$ cat src/rtl/cache_mem_arbiter_pkg.sv
// Shared types and constants for the two-requester cache memory arbiter.
package cache_mem_arbiter_pkg;

    typedef enum logic [1:0] {
        ST_IDLE = 2'b00,
        ST_OWN0 = 2'b01,
        ST_OWN1 = 2'b10
    } arb_state_t;

    localparam int READ_LAT = 2;
    localparam int ID_W     = 1;

    typedef struct packed {
        logic            valid;
        logic [ID_W-1:0] id;
    } ret_tag_t;

endpackage

$ cat src/rtl/arb_return_tag_pipe.sv
// Read-return tag shift pipe: remembers which requester issued each read so
// the data coming back DEPTH cycles later is routed to the right rvalid.
module arb_return_tag_pipe
    import cache_mem_arbiter_pkg::*;
#(
    parameter int DEPTH = READ_LAT
) (
    input  logic            clk,
    input  logic            rst,
    input  logic            i_push,
    input  logic [ID_W-1:0] i_push_id,
    output logic            o_valid,
    output logic [ID_W-1:0] o_id
);

    ret_tag_t r_pipe [DEPTH];

    always_ff @(posedge clk or negedge rst) begin
        if (!rst) begin
            for (int i = 0; i < DEPTH; i++) begin
                r_pipe[i] <= '0;
            end
        end else begin
            r_pipe[0] <= '{valid: i_push, id: i_push_id};
            for (int i = 1; i < DEPTH; i++) begin
                r_pipe[i] <= r_pipe[i-1];
            end
        end
    end

    assign o_valid = r_pipe[DEPTH-1].valid;
    assign o_id    = r_pipe[DEPTH-1].id;

endmodule

$ cat src/rtl/cache_mem_arbiter.sv
// Two-requester arbiter in front of a four-bank memory with lockable bursts,
// round-robin tie break and tagged fixed-latency read return.
//
// state   | meaning
// IDLE    | no owner, memory interface quiet
// OWN0    | requester 0 owns the memory
// OWN1    | requester 1 owns the memory
module cache_mem_arbiter
    import cache_mem_arbiter_pkg::*;
(
    input  logic        clk,
    input  logic        rst,
    input  logic        req0_rd,
    input  logic        req0_wr,
    input  logic        req0_lock,
    input  logic [15:0] req0_addr,
    input  logic [15:0] req0_data,
    input  logic        req1_rd,
    input  logic        req1_wr,
    input  logic        req1_lock,
    input  logic [15:0] req1_addr,
    input  logic [15:0] req1_data,
    output logic        gnt0,
    output logic        gnt1,
    output logic [3:0]  busy0,
    output logic [3:0]  busy1,
    output logic        rvalid0,
    output logic        rvalid1,
    output logic        err0,
    output logic        err1,
    output logic [15:0] rdata,
    output logic [15:0] fm_addr,
    output logic [15:0] fm_data_in,
    output logic        fm_rd,
    output logic        fm_wr,
    input  logic [15:0] m_data_out,
    input  logic [3:0]  m_busy,
    input  logic        m_err
);

    arb_state_t r_state;
    arb_state_t w_state_nxt;
    logic       r_rr;

    logic        w_act0;
    logic        w_act1;
    logic        w_own_rd;
    logic        w_own_wr;
    logic [15:0] w_own_addr;
    logic [15:0] w_own_data;
    logic        w_accept;
    logic        w_push;
    logic [ID_W-1:0] w_push_id;
    logic        w_ret_valid;
    logic [ID_W-1:0] w_ret_id;

    assign w_act0 = req0_rd | req0_wr | req0_lock;
    assign w_act1 = req1_rd | req1_wr | req1_lock;

    // r_rr holds the requester preferred on the next tie (the one not last granted).
    always_ff @(posedge clk or negedge rst) begin
        if (!rst) begin
            r_state <= ST_IDLE;
            r_rr    <= 1'b0;
        end else begin
            r_state <= w_state_nxt;
            if ((w_state_nxt != r_state) && (w_state_nxt != ST_IDLE)) begin
                r_rr <= (w_state_nxt == ST_OWN0);
            end
        end
    end

    always_comb begin
        w_state_nxt = r_state;
        case (r_state)
            ST_IDLE: begin
                if (w_act0 && w_act1) begin
                    w_state_nxt = r_rr ? ST_OWN1 : ST_OWN0;
                end else if (w_act0) begin
                    w_state_nxt = ST_OWN0;
                end else if (w_act1) begin
                    w_state_nxt = ST_OWN1;
                end
            end
            ST_OWN0: begin
                if (!w_act0) begin
                    w_state_nxt = w_act1 ? ST_OWN1 : ST_IDLE;
                end
            end
            ST_OWN1: begin
                if (!w_act1) begin
                    w_state_nxt = w_act0 ? ST_OWN0 : ST_IDLE;
                end
            end
            default: w_state_nxt = ST_IDLE;
        endcase
    end

    // Only the owner's request reaches the memory; the non-owner is fully masked.
    always_comb begin
        gnt0       = (r_state == ST_OWN0);
        gnt1       = (r_state == ST_OWN1);
        w_own_rd   = 1'b0;
        w_own_wr   = 1'b0;
        w_own_addr = '0;
        w_own_data = '0;
        if (gnt0) begin
            w_own_rd   = req0_rd;
            w_own_wr   = req0_wr;
            w_own_addr = req0_addr;
            w_own_data = req0_data;
        end else if (gnt1) begin
            w_own_rd   = req1_rd;
            w_own_wr   = req1_wr;
            w_own_addr = req1_addr;
            w_own_data = req1_data;
        end
        w_accept   = (gnt0 | gnt1) & (w_own_rd ^ w_own_wr) & ~m_busy[w_own_addr[2:1]];
        fm_addr    = w_accept ? w_own_addr : '0;
        fm_data_in = w_accept ? w_own_data : '0;
        fm_rd      = w_accept & w_own_rd;
        fm_wr      = w_accept & w_own_wr;
        busy0      = gnt0 ? m_busy : 4'b1111;
        busy1      = gnt1 ? m_busy : 4'b1111;
        err0       = gnt0 & ((req0_rd & req0_wr) | m_err);
        err1       = gnt1 & ((req1_rd & req1_wr) | m_err);
        w_push     = w_accept & w_own_rd;
        w_push_id  = gnt1 ? 1'b1 : 1'b0;
    end

    arb_return_tag_pipe #(
        .DEPTH (READ_LAT)
    ) u_tag_pipe (
        .clk       (clk),
        .rst       (rst),
        .i_push    (w_push),
        .i_push_id (w_push_id),
        .o_valid   (w_ret_valid),
        .o_id      (w_ret_id)
    );

    assign rvalid0 = w_ret_valid & (w_ret_id == 1'b0);
    assign rvalid1 = w_ret_valid & (w_ret_id == 1'b1);
    assign rdata   = w_ret_valid ? m_data_out : '0;

endmodule
$ cat config.mk
export PLATFORM = sky130hd
export DESIGN_NAME = cache_mem_arbiter
export DESIGN_NICKNAME = d
export VERILOG_FILES = /design/src/rtl/cache_mem_arbiter_pkg.sv /design/src/rtl/arb_return_tag_pipe.sv /design/src/rtl/cache_mem_arbiter.sv
export SDC_FILE = /design/constraint.sdc
export NUM_CORES = 1
export LEC_CHECK = 0
export CAP_MARGIN = 20
export CORE_MARGIN = 3
export CORE_UTILIZATION = 23
export CTS_CLUSTER_DIAMETER = 80
export CTS_CLUSTER_SIZE = 25
export DETAILED_ROUTE_END_ITERATION = 10
export PLACE_DENSITY = 0.88
export SKIP_LAST_GASP = 1
export SYNTH_ARGS = -nofsm -noshare
export SYNTH_HDL_FRONTEND = slang
export SYNTH_SLANG_ARGS = --single-unit
$ cat constraint.sdc
create_clock -name clk -period 2.1 [get_ports clk]
set_input_delay 0.21 -clock clk [delete_from_list [all_inputs] [get_ports clk]]
set_output_delay 0.21 -clock clk [all_outputs]
set_load 0.02 [all_outputs]
=== After elaboration in Yosys (flattened, before gate mapping) ===
Cells that the tools add are included.
W data, S select, Z words.

* Flip-flop bits (word level): 7
* Word-level logic and storage cells: 60

* $lt $le $gt $ge: 1
* Equal/unequal tests: 4
* Muxes and demuxes: 25
* Bitwise operators: 20
* Reductions and logical operators: 4

{| class="wikitable"
|+ Operators with widths
! operator !! count
|-
| $mux W16 || 7
|-
| $mux W2 || 7
|-
| $and A1 B1 Y1 || 10
|-
| $mux W4 || 2
|-
| $mux W1 || 7
|-
| $or A1 B1 Y1 || 7
|-
| $pmux W2 S3 || 1
|-
| $eq A2 B1 Y1 const B || 2
|-
| $lt A2 B3 Y1 const B || 1
|-
| $bmux W1 S2 || 1
|-
| $eq A2 B2 Y1 const B || 1
|-
| $logic_and A1 B1 Y1 || 2
|-
| $logic_not A2 Y1 || 1
|-
| $ne A2 B2 Y1 || 1
|-
| $not A1 Y1 || 2
|-
| $reduce_bool A2 Y1 || 1
|-
| $xor A1 B1 Y1 || 1
|}

=== Logic depth before layout (Yosys ltp) ===
Gate-level depths: netlist (run 1).

* Depth after elaboration: 8
* Mapped depth: 10
* Mapped depth without buffers: 7

=== By module ===
A second synthesis (run 1) with hierarchy kept.

* Cells, all modules: 171
* Area total of the unflattened synthesis: 1187.4 um^2

{| class="wikitable"
|+ By module, submodules not included
! module !! times used !! cells each !! area each (um^2)
|-
| cache_mem_arbiter || 1 || 167 || 1087.3
|-
| arb_return_tag_pipe || 1 || 4 || 100.1
|}

=== Least setup slack after synthesis (run 1) ===
OpenSTA, ideal clock, no wires.

* Path kind: register to output
* Start: register r_state[1]
* End: output port fm_addr[1]
* Arrival: 2.334 ns
* Path slack: -0.444 ns
* Stages on the path, launching flop included: 11
* Buffers on the path: 3
* Cells stage by stage: dfrtp_1 -> inv_1 -> ha_1 -> buf_4 -> nor2b_2 -> buf_6 -> a22o_1 -> a211oi_1 -> o211ai_2 -> buf_6 -> nor2_1

* Elaborated cells on any way between the ends: 16

{| class="wikitable"
|+ RTL lines
! what !! RTL line !! RTL
|-
| start, declared || cache_mem_arbiter.sv:41 || <nowiki>arb_state_t r_state;</nowiki>
|-
| start signal, assigned || cache_mem_arbiter.sv:66 || <nowiki>r_state <= w_state_nxt;</nowiki>
|-
| $eq A2 B1 Y1 (*) || cache_mem_arbiter.sv:101 || <nowiki>gnt0 = (r_state == ST_OWN0);</nowiki>
|-
| net gnt0 || cache_mem_arbiter.sv:23 || <nowiki>output logic gnt0,</nowiki>
|-
| $mux W16 || cache_mem_arbiter.sv:107 || <nowiki>if (gnt0) begin</nowiki>
|-
| $bmux W1 S2 || cache_mem_arbiter.sv:118 || <nowiki>w_accept = (gnt0 | gnt1) & (w_own_rd ^ w_own_wr) & ~m_busy[w_own_addr[2:1]];</nowiki>
|-
| $mux W1 (not written as such) || cache_mem_arbiter.sv:118 ||
|-
| $not A1 Y1 || cache_mem_arbiter.sv:118 ||
|-
| $and A1 B1 Y1 || cache_mem_arbiter.sv:118 ||
|-
| $mux W16 (*) || cache_mem_arbiter.sv:119 || <nowiki>fm_addr = w_accept ? w_own_addr : '0;</nowiki>
|-
| end, declared || cache_mem_arbiter.sv:32 || <nowiki>output logic [15:0] fm_addr,</nowiki>
|}

The timed path passes the listed nets; every way through them passes the cells marked *. The select of a mux whose other input is x is not followed.

=== Worst setup path after layout (run 1) ===
* Start: register r_state[0]
* End: output port fm_addr[14]

* Cells in the longest elaborated chain, start to end: 8
* Elaborated cells on any way between the ends: 16

{| class="wikitable"
|+ RTL lines
! what !! RTL line !! RTL
|-
| $eq A2 B2 Y1 || cache_mem_arbiter.sv:102 || <nowiki>gnt1 = (r_state == ST_OWN1);</nowiki>
|-
| $mux W16 || cache_mem_arbiter.sv:112 || <nowiki>end else if (gnt1) begin</nowiki>
|-
| $mux W16 || cache_mem_arbiter.sv:107 ||
|-
| $bmux W1 S2 || cache_mem_arbiter.sv:118 ||
|-
| $mux W1 (not written as such) || cache_mem_arbiter.sv:118 ||
|-
| $not A1 Y1 || cache_mem_arbiter.sv:118 ||
|-
| $and A1 B1 Y1 || cache_mem_arbiter.sv:118 ||
|-
| $mux W16 (*) || cache_mem_arbiter.sv:119 ||
|}

Mark *: on every way between the ends. The rest lies on a longest branch, timed or not. The select of a mux whose other input is x is not followed.

==> impl_metrics.sql, run 1 <==
INSERT INTO impl_metrics (metric_group, metric, value, unit) VALUES
('clocking', 'clkLatencyLatePin', '0.22', 'ns'),
('power', 'worst_ir_drop_vdd', '324', 'µV'),
('global_routing', 'grt_pass1_vias', '2105', ''),
('clocking', 'cts_tree', 'done', ''),
('floorplan', 'floorplan.die_area', '6060', 'µm²'),
('global_routing', 'antenna_violations_before_repair', '0', ''),
('floorplan', 'dieWidth', '77.9', 'µm'),
('power', 'intPower', '1.19', 'mW'),
('yosys', 'post_synth_num_cell_types', '32', ''),
('sta', 'clock-skew-final', '0.00264', 'ns'),
('routing', 'initialDrtViolationCount', '61', ''),
('sta', 'finalSetupViolations', '34', ''),
('sta', 'min_clock_period_post_route', '2.46', 'ns'),
('sta', 'hold_slack', '0.234', 'ns'),
('setup_path', 'crit_fanout', '7', ''),
('sta', 'fin_ws', '-0.362', 'ns'),
('setup_path', 'setup.worst_path.start', 'r_state[0]', ''),
('sta', 'finalCritPeriodShare', '1.17', ''),
('final_layout', 'design.final.nets', '443', ''),
('power', 'power_dens_cells', '671', 'nW/µm²'),
('routing', 'detail_route.vias_per_cell', '4.87', ''),
('setup_path', 'crit_required', '1.89', 'ns'),
('routing', 'antenna_left', '0', ''),
('setup_path', 'regToRegStartpoint', 'r_state[0]', ''),
('routing', 'drt_drc_violations_left', '0', ''),
('routing', 'wl_per_cell', '16.6', 'µm'),
('setup_path', 'setup.worst_path.class', 'reg -> out', ''),
('global_routing', 'grt_use_total', '0.218', ''),
('outcome', 'violations', 'negative setup slack', ''),
('final_layout', 'layout_common_cells', 'sky130_fd_sc_hd__clkdlybuf4s50_1, sky130_fd_sc_hd__buf_6, sky130_fd_sc_hd__a22oi_1, sky130_fd_sc_hd__nor2_4, sky130_fd_sc_hd__buf_4', ''),
('yosys', 'cell_type_with_the_largest_total_area_after_synthesis', 'sky130_fd_sc_hd__a22oi_1', ''),
('placement', 'port_buffers', '156', ''),
('power', 'power.sequential.fraction', '0.093', ''),
('outcome', 'run_status', 'complete, but fails checks', ''),
('floorplan', 'start_util', '0.245', ''),
('yosys', 'synth-seq-area-share', '0.148', ''),
('final_layout', 'syn_to_final_growth', '190', '%'),
('yosys', 'ys_ff_latch', '7', ''),
('power', 'power.share.switching', '0.486', ''),
('global_routing', 'first_pass_grt_wire_length', '10800', 'µm'),
('power', 'power_frac_comb', '0.827', ''),
('setup_path', 'worst_r2r_path_depth', '8', ''),
('setup_path', 'endpoint_kind', 'output port', ''),
('yosys', 'synth.net_count', '268', ''),
('clocking', 'cts-buffers-inserted', '3', ''),
('power', 'post-layout-total-power', '2.31', 'mW'),
('final_layout', 'drive_above_1_share', '0.333', ''),
('clocking', 'cts.clk_slew.worst_paths', '0.04', 'ns'),
('floorplan', 'row_count', '25', ''),
('final_layout', 'finalNonFillerCells', '412', ''),
('final_layout', 'design_area', '3440', 'µm²'),
('sta', 'fmax', '0.406', 'GHz'),
('placement', 'post-place-cells', '403', ''),
('sta', 'rsz0062_at_grt', 'true', ''),
('yosys', 'syn_area_per_cell', '6.94', 'µm²'),
('routing', 'first_pass_iters', '4', ''),
('setup_path', 'cp_data_arrival_time', '2.25', 'ns'),
('sta', 'worst-slew-pin-transition', '0.412', 'ns'),
('job', 'max-cap-violations', '0', ''),
('clocking', 'clock_h_tree_levels', '1', ''),
('placement', 'placed_cell_area', '3220', 'µm²'),
('sta', 'final-hold-violation-count', '0', ''),
('yosys', 'synthDominantCellAreaShare', '0.202', ''),
('clocking', 'clock-sinks', '7', ''),
('routing', 'drt_wl_total', '6860', 'µm'),
('final_layout', 'postLayoutCoreUtil', '0.710', ''),
('power', 'clock_power_share', '0.080', ''),
('yosys', 'synthesis.instances', '171', ''),
('placement', 'dp_hpwl', '5430', 'µm'),
('sta', 'final-max-slew-violation-count', '0', ''),
('clocking', 'cts-root-to-sink-buffers', '2', '');
-- worst max-delay path, stage by stage, from the launching register on --
cell	delay [ns]
sky130_fd_sc_hd__dfrtp_1	0.42
sky130_fd_sc_hd__inv_2	0.07
sky130_fd_sc_hd__ha_4	0.16
sky130_fd_sc_hd__nor2b_4	0.15
sky130_fd_sc_hd__a22o_4	0.25
sky130_fd_sc_hd__a211oi_4	0.25
sky130_fd_sc_hd__o211ai_4	0.17
sky130_fd_sc_hd__buf_12	0.19
sky130_fd_sc_hd__buf_16	0.14
sky130_fd_sc_hd__nor2_4	0.10
sky130_fd_sc_hd__buf_6	0.12
-- final timing paths --
check	endpoint	slack (ns)
max	fm_addr[14]	-0.36
max reg2reg	r_rr	0.16
max in group asynchronous	r_state[1]	1.63
min reg2reg	u_tag_pipe.o_id	0.34
min in group clk	u_tag_pipe.o_id	0.34
min	u_tag_pipe.o_id	0.23
-- power groups by stage --
| stage | Clock, mW | Combinational (mW) | Sequential [mW] |
|---|---|---|---|
| final | 0.184 | 1.91 | 0.216 |
| after floorplan | 0 | 1.08 | 0.218 |
| after CTS | 0.188 | 1.90 | 0.216 |
| after global placement | 0 | 1.71 | 0.216 |
| after detailed placement | 0 | 1.75 | 0.217 |
| after global routing | 0.200 | 2.05 | 0.220 |
-- flip-flops by register name, summed over array words and instances (netlist names) --
signal and count:
r_rr 1, u_tag_pipe.o_id 1, u_tag_pipe.o_valid 1, r_state 2, u_tag_pipe.r_pipe 2
-- synth_stat cells (all sizes together) --
cell and count:
buf 5, o211ai 3, a21oi 8, xor2 1, nand3 4, inv 6
and2 17, nor2 34, xnor2 1, a31oi 2, nor4b 2, nand4 1
nand2 8, a211oi 3, or3 3, o31ai 1, nor2b 5, a221oi 2
clkbuf 11, nand2b 4, o21ai 2, nor3 2, dfrtp 7, ha 4
a22oi 32, a22o 2, o31a 1
-- cell families (layout without fill, tap and decap cells) --
group / Yosys count / count (layout) / share of synthesized area
adders and majority gates: 4 / 4 / 0.0422
xor gates and xnor gates: 2 / 2 / 0.0148
DFF: 7 / 7 / 0.148
and+or+nand+nor: 80 / 80 / 0.357
AOI/OAI and AO/OA: 56 / 56 / 0.340
buffers and inverters: 22 / 196 / 0.0980
-- final cells by class --
cell class	count	area [µm²]	share of cell area
repair buffers	186	1890	0.548
multi-input cells	142	1230	0.357
flip-flops and latches	7	176	0.0513
well taps	67	83.8	0.0244
clock buffers	4	45.0	0.0131
inverters	6	22.5	0.00655
-- through the flow --
step / setup TNS [ns] / setup slack [ns]
3_5_place_dp: -16.41 / -0.556
6_report: -10.44 / -0.362
2_1_floorplan: -3.97 / -0.123
4_1_cts: -12.04 / -0.382
3_3_place_gp: -14.36 / -0.443
5_1_grt: -13.65 / -0.444
-- layer usage --
layer / track usage / wire (µm)
met1: 0.234 / 2520
met2: 0.425 / 3720
met3: 0.0429 / 500
met4: 0.0587 / 120
met5: 0 / 0
-- what timing repair did --
action	in CTS	in global routing
gates resized for setup	215	7
buffers inserted	5	0
cloned	3	0
pin swaps	5	3
endpoints found under the setup margin	36	36
No activity file was read; power rests on OpenSTA's default activity.
==> run 2, diff against run 1 <==
--- a/config.mk
+++ b/config.mk
@@ -5,7 +5,7 @@
 export SDC_FILE = /design/constraint.sdc
 export NUM_CORES = 1
 export LEC_CHECK = 0
-export CAP_MARGIN = 20
+export CAP_MARGIN = 40
 export CORE_MARGIN = 3
 export CORE_UTILIZATION = 23
 export CTS_CLUSTER_DIAMETER = 80
==> results of run 2 <==
Final layout, timing and power as in run 1 (identical DEF).
